### src/rtl/avmm_master_pkg.sv
// Shared types for the Avalon-MM initiator: issue FSM encoding and the
// byte-enable width derivation used by the interface and the top level.
package avmm_master_pkg;

  typedef enum logic {
    IDLE  = 1'b0,
    ISSUE = 1'b1
  } state_e;

  function automatic int be_width(input int data_width);
    return data_width / 8;
  endfunction

endpackage

### src/rtl/avmm_master_if.sv
// Command, response and Avalon-MM bus signals of the initiator; the master
// modport is the initiator's view, the slave modport is everything around it.
interface avmm_master_if
  import avmm_master_pkg::*;
#(
  parameter int ADDR_WIDTH = 32,
  parameter int DATA_WIDTH = 32
);
  localparam int BE_WIDTH = be_width(DATA_WIDTH);

  logic                  cmd_valid;
  logic                  cmd_ready;
  logic                  cmd_write;
  logic [ADDR_WIDTH-1:0] cmd_address;
  logic [DATA_WIDTH-1:0] cmd_writedata;
  logic [BE_WIDTH-1:0]   cmd_byteenable;

  logic                  rsp_valid;
  logic                  rsp_ready;
  logic [DATA_WIDTH-1:0] rsp_readdata;

  logic [ADDR_WIDTH-1:0] avm_address;
  logic                  avm_read;
  logic                  avm_write;
  logic [DATA_WIDTH-1:0] avm_writedata;
  logic [BE_WIDTH-1:0]   avm_byteenable;
  logic                  avm_waitrequest;
  logic [DATA_WIDTH-1:0] avm_readdata;
  logic                  avm_readdatavalid;

  modport master (
    input  cmd_valid, cmd_write, cmd_address, cmd_writedata, cmd_byteenable,
    input  rsp_ready,
    input  avm_waitrequest, avm_readdata, avm_readdatavalid,
    output cmd_ready, rsp_valid, rsp_readdata,
    output avm_address, avm_read, avm_write, avm_writedata, avm_byteenable
  );

  modport slave (
    output cmd_valid, cmd_write, cmd_address, cmd_writedata, cmd_byteenable,
    output rsp_ready,
    output avm_waitrequest, avm_readdata, avm_readdatavalid,
    input  cmd_ready, rsp_valid, rsp_readdata,
    input  avm_address, avm_read, avm_write, avm_writedata, avm_byteenable
  );

endinterface

### src/rtl/avmm_rsp_fifo.sv
// Show-ahead response FIFO: the head entry is visible on rdata_o whenever
// empty_o is low. Pointers carry one wrap bit to tell full from empty.
module avmm_rsp_fifo #(
  parameter int DEPTH      = 4,
  parameter int DATA_WIDTH = 32
) (
  input  logic                  clk_i,
  input  logic                  rst_ni,
  input  logic                  push_i,
  input  logic [DATA_WIDTH-1:0] wdata_i,
  input  logic                  pop_i,
  output logic [DATA_WIDTH-1:0] rdata_o,
  output logic                  full_o,
  output logic                  empty_o
);
  localparam int AW = $clog2(DEPTH);

  logic [AW:0]           wptr_q;
  logic [AW:0]           rptr_q;
  logic [DATA_WIDTH-1:0] mem_q [DEPTH];

  assign empty_o = (wptr_q == rptr_q);
  assign full_o  = (wptr_q[AW] != rptr_q[AW]) && (wptr_q[AW-1:0] == rptr_q[AW-1:0]);
  assign rdata_o = mem_q[rptr_q[AW-1:0]];

  always_ff @(posedge clk_i or negedge rst_ni) begin
    if (!rst_ni) begin
      wptr_q <= '0;
      rptr_q <= '0;
      for (int i = 0; i < DEPTH; i++) mem_q[i] <= '0;
    end else begin
      if (push_i && !full_o) begin
        mem_q[wptr_q[AW-1:0]] <= wdata_i;
        wptr_q                <= wptr_q + 1'b1;
      end
      if (pop_i && !empty_o) rptr_q <= rptr_q + 1'b1;
    end
  end

endmodule

### src/rtl/avmm_master.sv
// Avalon-MM initiator: turns a valid/ready command stream into single-word
// Avalon reads/writes, with credit-limited pipelined reads into a response FIFO.
module avmm_master
  import avmm_master_pkg::*;
#(
  parameter int ADDR_WIDTH = 32,
  parameter int DATA_WIDTH = 32,
  parameter int DEPTH      = 4
) (
  input  logic          clk_clk,
  input  logic          reset_reset_n,
  avmm_master_if.master bus,
  output logic          busy,
  output logic          err
);
  localparam int BE_WIDTH = be_width(DATA_WIDTH);
  localparam int CW       = $clog2(DEPTH) + 1;

  state_e                state_q;
  logic [ADDR_WIDTH-1:0] avm_address_q;
  logic [DATA_WIDTH-1:0] avm_writedata_q;
  logic [BE_WIDTH-1:0]   avm_byteenable_q;
  logic                  avm_read_q;
  logic                  avm_write_q;
  logic [CW-1:0]         cnt_q, cnt_d;
  logic [CW-1:0]         inflight_q, inflight_d;
  logic                  err_q, err_d;

  logic accept, rd_accept, xfer_done, cnt_free;
  logic fifo_push, fifo_pop, fifo_full, fifo_empty, rdv_bad;

  // Credits count reads not yet popped, so every command (writes included)
  // is gated by them and cmd_ready never depends on the command type.
  assign cnt_free      = (cnt_q < CW'(DEPTH));
  assign xfer_done     = (state_q == ISSUE) && !bus.avm_waitrequest;
  assign bus.cmd_ready = cnt_free && ((state_q == IDLE) || !bus.avm_waitrequest);
  assign accept        = bus.cmd_valid && bus.cmd_ready;
  assign rd_accept     = accept && !bus.cmd_write;

  assign fifo_pop      = bus.rsp_valid && bus.rsp_ready;
  assign rdv_bad       = bus.avm_readdatavalid && (fifo_full || (inflight_q == '0));
  assign fifo_push     = bus.avm_readdatavalid && !rdv_bad;

  assign bus.rsp_valid      = !fifo_empty;
  assign bus.avm_address    = avm_address_q;
  assign bus.avm_writedata  = avm_writedata_q;
  assign bus.avm_byteenable = avm_byteenable_q;
  assign bus.avm_read       = avm_read_q;
  assign bus.avm_write      = avm_write_q;

  assign busy = (state_q == ISSUE) || (cnt_q != '0);
  assign err  = err_q;

  always_ff @(posedge clk_clk or negedge reset_reset_n) begin
    if (!reset_reset_n) begin
      state_q          <= IDLE;
      avm_address_q    <= '0;
      avm_writedata_q  <= '0;
      avm_byteenable_q <= '0;
      avm_read_q       <= 1'b0;
      avm_write_q      <= 1'b0;
    end else if (accept) begin
      // Accept is only possible in IDLE or on the completing ISSUE cycle.
      state_q          <= ISSUE;
      avm_address_q    <= bus.cmd_address;
      avm_writedata_q  <= bus.cmd_writedata;
      avm_byteenable_q <= bus.cmd_byteenable;
      avm_read_q       <= !bus.cmd_write;
      avm_write_q      <= bus.cmd_write;
    end else if (xfer_done) begin
      state_q     <= IDLE;
      avm_read_q  <= 1'b0;
      avm_write_q <= 1'b0;
    end
  end

  always_comb begin
    cnt_d = cnt_q;
    if (rd_accept && !fifo_pop)      cnt_d = cnt_q + 1'b1;
    else if (!rd_accept && fifo_pop) cnt_d = cnt_q - 1'b1;
    inflight_d = inflight_q;
    if (rd_accept && !fifo_push)      inflight_d = inflight_q + 1'b1;
    else if (!rd_accept && fifo_push) inflight_d = inflight_q - 1'b1;
    err_d = err_q || rdv_bad;
  end

  always_ff @(posedge clk_clk or negedge reset_reset_n) begin
    if (!reset_reset_n) begin
      cnt_q      <= '0;
      inflight_q <= '0;
      err_q      <= 1'b0;
    end else begin
      cnt_q      <= cnt_d;
      inflight_q <= inflight_d;
      err_q      <= err_d;
    end
  end

  avmm_rsp_fifo #(
    .DEPTH      (DEPTH),
    .DATA_WIDTH (DATA_WIDTH)
  ) u_rsp_fifo (
    .clk_i   (clk_clk),
    .rst_ni  (reset_reset_n),
    .push_i  (fifo_push),
    .wdata_i (bus.avm_readdata),
    .pop_i   (fifo_pop),
    .rdata_o (bus.rsp_readdata),
    .full_o  (fifo_full),
    .empty_o (fifo_empty)
  );

endmodule

### src/flat_wrapper.sv
// flat-port wrapper written by rule: the top's interface ports become plain ports
module avmm_master_flat import avmm_master_pkg::*;
#(
  parameter int ADDR_WIDTH = 32,
  parameter int DATA_WIDTH = 32,
  parameter int DEPTH      = 4
)
  (clk_clk, reset_reset_n, busy, err, bus_cmd_valid, bus_cmd_write, bus_cmd_address, bus_cmd_writedata, bus_cmd_byteenable, bus_rsp_ready, bus_avm_waitrequest, bus_avm_readdata, bus_avm_readdatavalid, bus_cmd_ready, bus_rsp_valid, bus_rsp_readdata, bus_avm_address, bus_avm_read, bus_avm_write, bus_avm_writedata, bus_avm_byteenable);
  avmm_master_if #(.ADDR_WIDTH(ADDR_WIDTH), .DATA_WIDTH(DATA_WIDTH)) bus_i ();
  input  logic clk_clk;
  input  logic reset_reset_n;
  output logic busy;
  output logic err;
  input wire logic [$bits(bus_i.cmd_valid)-1:0] bus_cmd_valid;
  input wire logic [$bits(bus_i.cmd_write)-1:0] bus_cmd_write;
  input wire logic [$bits(bus_i.cmd_address)-1:0] bus_cmd_address;
  input wire logic [$bits(bus_i.cmd_writedata)-1:0] bus_cmd_writedata;
  input wire logic [$bits(bus_i.cmd_byteenable)-1:0] bus_cmd_byteenable;
  input wire logic [$bits(bus_i.rsp_ready)-1:0] bus_rsp_ready;
  input wire logic [$bits(bus_i.avm_waitrequest)-1:0] bus_avm_waitrequest;
  input wire logic [$bits(bus_i.avm_readdata)-1:0] bus_avm_readdata;
  input wire logic [$bits(bus_i.avm_readdatavalid)-1:0] bus_avm_readdatavalid;
  output wire logic [$bits(bus_i.cmd_ready)-1:0] bus_cmd_ready;
  output wire logic [$bits(bus_i.rsp_valid)-1:0] bus_rsp_valid;
  output wire logic [$bits(bus_i.rsp_readdata)-1:0] bus_rsp_readdata;
  output wire logic [$bits(bus_i.avm_address)-1:0] bus_avm_address;
  output wire logic [$bits(bus_i.avm_read)-1:0] bus_avm_read;
  output wire logic [$bits(bus_i.avm_write)-1:0] bus_avm_write;
  output wire logic [$bits(bus_i.avm_writedata)-1:0] bus_avm_writedata;
  output wire logic [$bits(bus_i.avm_byteenable)-1:0] bus_avm_byteenable;
  assign bus_i.cmd_valid = bus_cmd_valid;
  assign bus_i.cmd_write = bus_cmd_write;
  assign bus_i.cmd_address = bus_cmd_address;
  assign bus_i.cmd_writedata = bus_cmd_writedata;
  assign bus_i.cmd_byteenable = bus_cmd_byteenable;
  assign bus_i.rsp_ready = bus_rsp_ready;
  assign bus_i.avm_waitrequest = bus_avm_waitrequest;
  assign bus_i.avm_readdata = bus_avm_readdata;
  assign bus_i.avm_readdatavalid = bus_avm_readdatavalid;
  assign bus_cmd_ready = bus_i.cmd_ready;
  assign bus_rsp_valid = bus_i.rsp_valid;
  assign bus_rsp_readdata = bus_i.rsp_readdata;
  assign bus_avm_address = bus_i.avm_address;
  assign bus_avm_read = bus_i.avm_read;
  assign bus_avm_write = bus_i.avm_write;
  assign bus_avm_writedata = bus_i.avm_writedata;
  assign bus_avm_byteenable = bus_i.avm_byteenable;
  avmm_master #(.ADDR_WIDTH(ADDR_WIDTH), .DATA_WIDTH(DATA_WIDTH), .DEPTH(DEPTH)) u_core (.clk_clk(clk_clk), .reset_reset_n(reset_reset_n), .bus(bus_i), .busy(busy), .err(err));
endmodule
### config.mk
export PLATFORM = sky130hd
export DESIGN_NAME = avmm_master_flat
export DESIGN_NICKNAME = d
export VERILOG_FILES = /design/src/rtl/avmm_master_pkg.sv /design/src/rtl/avmm_master_if.sv /design/src/rtl/avmm_rsp_fifo.sv /design/src/rtl/avmm_master.sv /design/src/flat_wrapper.sv
export SDC_FILE = /design/constraint.sdc
export NUM_CORES = 1
export LEC_CHECK = 0
export BUFFER_PORTS_ARGS = -buffer_cell sky130_fd_sc_hd__buf_2
export CAP_MARGIN = 10
export CORE_MARGIN = 4
export CORE_UTILIZATION = 58
export DETAILED_ROUTE_END_ITERATION = 10
export GPL_TIMING_DRIVEN = 0
export PLACE_DENSITY = 0.92
export SLEW_MARGIN = 25
export SYNTH_ARGS = -nofsm -noshare
export SYNTH_HDL_FRONTEND = slang
export SYNTH_SLANG_ARGS = --single-unit
### constraint.sdc
create_clock -name clk_clk -period 5.85 [get_ports clk_clk]
set_input_delay 0.8775 -clock clk_clk [delete_from_list [all_inputs] [get_ports clk_clk]]
set_output_delay 0.8775 -clock clk_clk [all_outputs]
set_load 0.01 [all_outputs]
==> results of run 1 <==
[cell usage after synthesis]
library cell and count:
a21o_1 1, a21oi_1 1, a31o_2 1, a31oi_4 1, buf_2 3, buf_4 2
buf_6 12, clkbuf_1 10, dfrtp_1 212, fa_1 2, ha_1 7, inv_1 5
mux2_1 32, mux2_2 158, mux2_4 9, mux4_2 32, nand2_1 7, nand2_4 4
nand2b_1 1, nand3_1 4, nand3b_1 1, nor2_1 3, o21ai_0 1, o31ai_1 1
or3_1 1, or4_1 1, xnor2_1 7, xnor2_2 1, xor2_1 5
[power breakdown]
part	internal [mW]	leakage [nW]	total (mW)	switching (mW)
sequential	2.23	2.51	2.64	0.411
clock	0.802	0.349	1.38	0.574
combinational	1.58	2.31	2.85	1.28
total	4.61	5.17	6.87	2.26
[metrics by stage]
stage / util, % / hold slack [ns] / cells
after floorplan: - / 0.457 / 525
after global placement: 67.7 / 0.442 / 925
after detailed placement: 68.1 / 0.450 / 927
after CTS: 72.9 / 0.238 / 967
after global routing: 72.9 / 0.257 / 967
final: 72.9 / 0.249 / 967
[cell usage in the layout (no fill, tap or decap), types with 3 or more instances in the layout]
master      instances
mux2_2            158
mux2_4              9
ha_1                7
clkbuf_16          23
nand3_1             4
clkbuf_1           12
clkinvlp_4          4
nand2_4             4
clkinv_2            7
nand2_1             7
dfrtp_1           212
buf_2             214
clkbuf_8            3
mux4_2             32
inv_1               5
xor2_1              5
mux2_1             32
nor2_1              3
xnor2_1             7
buf_6              12
[cells by family after synthesis]
group,after synthesis,synth area share (%)
AND/OR/NAND/NOR,22,1.45
XOR/XNOR,13,1.36
buffers and inverters,32,2.47
multiplexers,231,33.4
flip-flops,212,59.2
adder cells (fa/ha/maj),9,1.42
AO/OA/AOI/OAI,6,0.615
[how the worst min path moves through the flow]
stage / start / end / slack [ns]
CTS: reset_reset_n / u_core.u_rsp_fifo.mem_q[125] / 0.24
detailed placement: u_core.err / u_core.err / 0.45
finish: reset_reset_n / u_core.u_rsp_fifo.mem_q[125] / 0.25
global route: reset_reset_n / u_core.u_rsp_fifo.mem_q[125] / 0.26
floorplan: u_core.inflight_q[2] / u_core.inflight_q[2] / 0.46
global placement: u_core.err / u_core.err / 0.44
[per-layer routing]
| layer | wire (µm) | part of all wire [%] |
|---|---|---|
| met1 | 7830 | 39 |
| met4 | 336 | 1.7 |
| met2 | 10400 | 52 |
| met3 | 1460 | 7.3 |
| met5 | 7 | 0.035 |
[sequential cells by signal, summed over array words and instances (netlist names)]
signal                     flops
u_core.bus.avm_address        32
u_core.bus.avm_byteenable      4
u_core.bus.avm_read            1
u_core.u_rsp_fifo.rptr_q       3
u_core.err                     1
u_core.state_q                 1
u_core.bus.avm_writedata      32
u_core.u_rsp_fifo.wptr_q       3
u_core.cnt_q                   3
u_core.bus.avm_write           1
u_core.u_rsp_fifo.mem_q      128
u_core.inflight_q              3
[layout make-up]
cell class | count | area (µm²) | area share, %
flip-flops and latches | 212 | 5310 | 48.1
multi-input cells | 281 | 3430 | 31.1
repair buffers | 214 | 1130 | 10.2
clock buffers | 28 | 624 | 5.66
well taps | 188 | 235 | 2.13
plain buffers | 27 | 203 | 1.84
clock inverters | 12 | 95.1 | 0.862
inverters | 5 | 18.8 | 0.170
[worst max-delay path: cells and delay by family (launching register included)]
| family | cells | cell delay [ns] |
|---|---|---|
| flops | 1 | 0.35 |
| buf+inv | 3 | 0.89 |
| mux | 1 | 0.43 |
==> flow_summary.ini, run 1 <==
[run_status]
status = finished, final reports clean

[sta]
finalHoldViolCount = 0
setup_viol = 0
fmax_mhz = 329
tns_ns = 0
min_period_over_period_pct = 51.9
rsz0062_at_grt = false
min_period_ns = 3.04
setup_ws_ns = 2.81
worstMarginPinSlew_ns = 0.703
skew_ns = 0.0128
slew_viol_final = 0
relSlewSlack_pct = 53.1

[logic_synthesis]
ys_seq_area_share_pct = 59.2
syn_nets = 641
synth_cell_types = 29
yosys-top-cells-area = dfrtp_1 (59%), mux2_2 (20%), mux4_2 (8.0%)
synth_seq_cells = 212
synth_top_cell_area_share_pct = 59.2
synth_area_mm2 = 0.00896
yosysWarnings = 0
avgSynthCellArea_um2 = 17.1
syn_inst = 525
yosys.area.top_type = dfrtp_1

[placement]
place_congestion = 0.777
place_area_mm2 = 0.0103
portBuffers = 212
pre_cts_ws_ns = 2.45
dp_hpwl_um = 14400

[clock_tree]
clock_latency_ns = 0.50
cts_root_buf = clkbuf_16
h-tree-depth = 1
cts_resized = 0
cts.clk_slew.worst_paths_ns = 0.06
cts_tree = done
clock_sinks = 212
post_cts.repair.setup_buffers = 0
cts_buffer_depth = 3
cts_hold_buf = 0
numCtsBuffers = 22

[detailed_routing]
detail_route.first_pass.iterations = 4
ant_nets = 0
finalWirelength_um = 20000
drt_iter0_markers = 234
drc_errors = 0
vias_per_cell = 5.62
wire_per_inst_um = 20.7
vias = 5432

[power]
ir_worst_vdd_uv = 364
fin_total_pwr_mw = 6.87
power_density_mw_per_mm2 = 622
p_leak_nw = 5.17

[cells_and_area]
drive_gt1_share_pct = 61.0
nFillCells = 921
antennaDiodeCount = 0
final_area_mm2 = 0.0110
fin_nets = 879
area_delta_synth_final_pct = 23.2

[global_route]
grtUsageTotal_pct = 23.2
grt.met3_usage_pct = 7.10
antenna_found_initial = 2
grt_pass1_wl_um = 32900
grtUsageMet1_pct = 28.8
overflow = 0
grt_max_degree = 103
busiest_layer = met2
grt_pass1_vias = 6142
grt_util_met2_pct = 40.8

[worst_setup_path]
worst-path-max-fanout = 10
crit_chain = buf_4 > clkbuf_1 > mux4_2 > buf_2
crit_arrival_ns = 2.16
worstReg2RegStart = u_core.state_q
r2r-end = u_core.inflight_q[2]
crit_slowest_cell = clkbuf_1
critPathLaunchType = flop
critical-path-max-stage-delay_ns = 0.56
rrSetupSlack_ns = 3.06
ff2ff_path_depth = 10
crit_type = flop to primary output
cp-startpoint = u_core.u_rsp_fifo.rptr_q[1]
crit_path_end = bus_rsp_readdata[21]
endpoint_kind = primary output
required_ns = 4.97

[floorplanning]
die_x_um = 132
pin_count = 213
initial_core_util_pct = 59.1
core.rowCount = 45
die_area_mm2 = 0.0175
core_area_mm2 = 0.0151
chipHeight_um = 132

[flow_run]
drv_cap = 0

[hold_path]
hold_class = primary input to async pin
(Power assumes the default switching activity.)
==> run 2: changes to the inputs <==
- CORE_UTILIZATION: 58 -> 48
- PLACE_DENSITY: 0.92 -> 0.82
- clock period: 5.85 -> 2.65 ns (I/O delays scaled with it)
==> flow_summary.ini, run 2 (synthesis gave the netlist of run 1 again) <==
[power]
intPower_mw = 10.1
power_density_mw_per_mm2 = 1340
p_sw_mw = 4.78
seqPwrFrac_pct = 38.6
netSwitchingFraction_pct = 32.2
ir_worst_vdd_uv = 966
p_leak_nw = 5.17
fin_total_pwr_mw = 14.9
comb_power_share_pct = 42.0
pwr-share-clk_pct = 19.3

[placement]
place_area_mm2 = 0.0104
place_congestion = 0.730
portBuffers = 212
pre_cts_ws_ns = -0.186
dp.cells = 968
dp_hpwl_um = 13300

[detailed_routing]
wire_per_inst_um = 18.5
vias = 5271
drc_errors = 0
detail_route.first_pass.iterations = 4
vias_per_cell = 5.23
finalWirelength_um = 18700
drt_iter0_markers = 229
ant_nets = 0

[cells_and_area]
antennaDiodeCount = 0
fin_cells = 1008
largest_register_ffs = 128
final_area_mm2 = 0.0111
fin_nets = 880
final_util_pct = 61.0
final_cell_mix = buf_2 (212), dfrtp_1 (212), mux2_2 (158), mux4_2 (32), mux2_1 (32)
largest-register = u_core.u_rsp_fifo.mem_q
area_delta_synth_final_pct = 23.6
drive_gt1_share_pct = 60.3

[floorplanning]
die_area_mm2 = 0.0209
initial_core_util_pct = 49.4
chipHeight_um = 145
core.rowCount = 49
core_area_mm2 = 0.0181
die_x_um = 145
pin_count = 213

[clock_tree]
cts_root_buf = clkbuf_16
cts_buffer_depth = 3
cts_tree = done
cts.clk_slew.worst_paths_ns = 0.06
post_cts.repair.setup_buffers = 0
clock_latency_ns = 0.49
numCtsBuffers = 23
h-tree-depth = 1
clock_sinks = 212

[hold_path]
hold_class = primary input to flop
whs_path_depth = 2

[worst_setup_path]
crit_arrival_ns = 2.11
worstReg2RegStart = u_core.u_rsp_fifo.rptr_q[0]
ff2ff_path_depth = 8
critPathLaunchType = flop
crit_type = flop to primary output
worst-path-max-fanout = 10
required_ns = 2.25
crit_path_end = bus_rsp_readdata[10]
r2r-end = u_core.inflight_q[1]
rrSetupSlack_ns = 0.28
cp-startpoint = u_core.u_rsp_fifo.rptr_q[0]
endpoint_kind = primary output

[global_route]
grt.met3_usage_pct = 6.28
grt_pass1_vias = 5788
busiest_layer = met2
grtUsageMet1_pct = 22.0
grt_util_met2_pct = 31.6
grt_max_degree = 95
antenna_found_initial = 0
grtUsageTotal_pct = 18.1
overflow = 0
grt_pass1_wl_um = 30000

[sta]
skew_ns = 0.00836
slew_viol_final = 0
finalHoldViolCount = 0
setup_viol = 0
fmax_mhz = 398
relSlewSlack_pct = 57.2
min_period_ns = 2.51
setup_ws_ns = 0.138
tns_ns = 0
hold_slack_ns = 0.124
worstMarginPinSlew_ns = 0.642
min_period_over_period_pct = 94.8
rsz0062_at_grt = false

[run_status]
status = finished, final reports clean

[flow_run]
drv_cap = 0
## run 2: layout make-up
class,count,area (µm²)
Buffer,26,206
Clock buffer,37,648
Clock inverter,3,18.8
Fill cell,1383,7080
Inverter,5,18.8
Multi-Input combinational cell,281,3450
Sequential cell,212,5310
Tap cell,229,287
Timing Repair Buffer,215,1140
## run 2: power by group through the flow
stage	sequential (mW)	combinational [mW]	clock [mW]
3_3_place_gp	5.70	6.16	0
5_1_grt	5.94	6.81	3.09
4_1_cts	5.75	6.34	2.95
3_5_place_dp	5.78	6.31	0
2_1_floorplan	5.85	4.09	0
6_report	5.74	6.25	2.87
## run 2: worst min-delay path by stage
stage	end	start	slack, ns
6_report	u_core.err	bus_avm_readdatavalid	0.12
5_1_grt	u_core.err	bus_avm_readdatavalid	0.11
4_1_cts	u_core.state_q	bus_avm_waitrequest	0.10
3_5_place_dp	u_core.u_rsp_fifo.mem_q[123]	reset_reset_n	0.29
3_3_place_gp	u_core.err	u_core.err	0.44
2_1_floorplan	u_core.bus.avm_address[0]	reset_reset_n	0.10
## run 2: what timing repair did
item                                    CTS  global route
hold endpoints to repair                 33             0
hold buffers                              1             0
resized for setup                         1             9
endpoints found under the setup margin    4            11
## run 2: layer usage
metal  share of wire (%)  vias to the layer above
li1                    -                     2385
met2                  50                      173
met5                   0                        -
met1                  40                     2691
met4                 1.7                        0
met3                 8.5                       22
## run 2: worst max-delay path, cell delays in order, from the launching register on
cell	delay, ns
dfrtp_1	0.34
buf_4	0.19
buf_2	0.36
mux4_2	0.57
buf_2	0.16
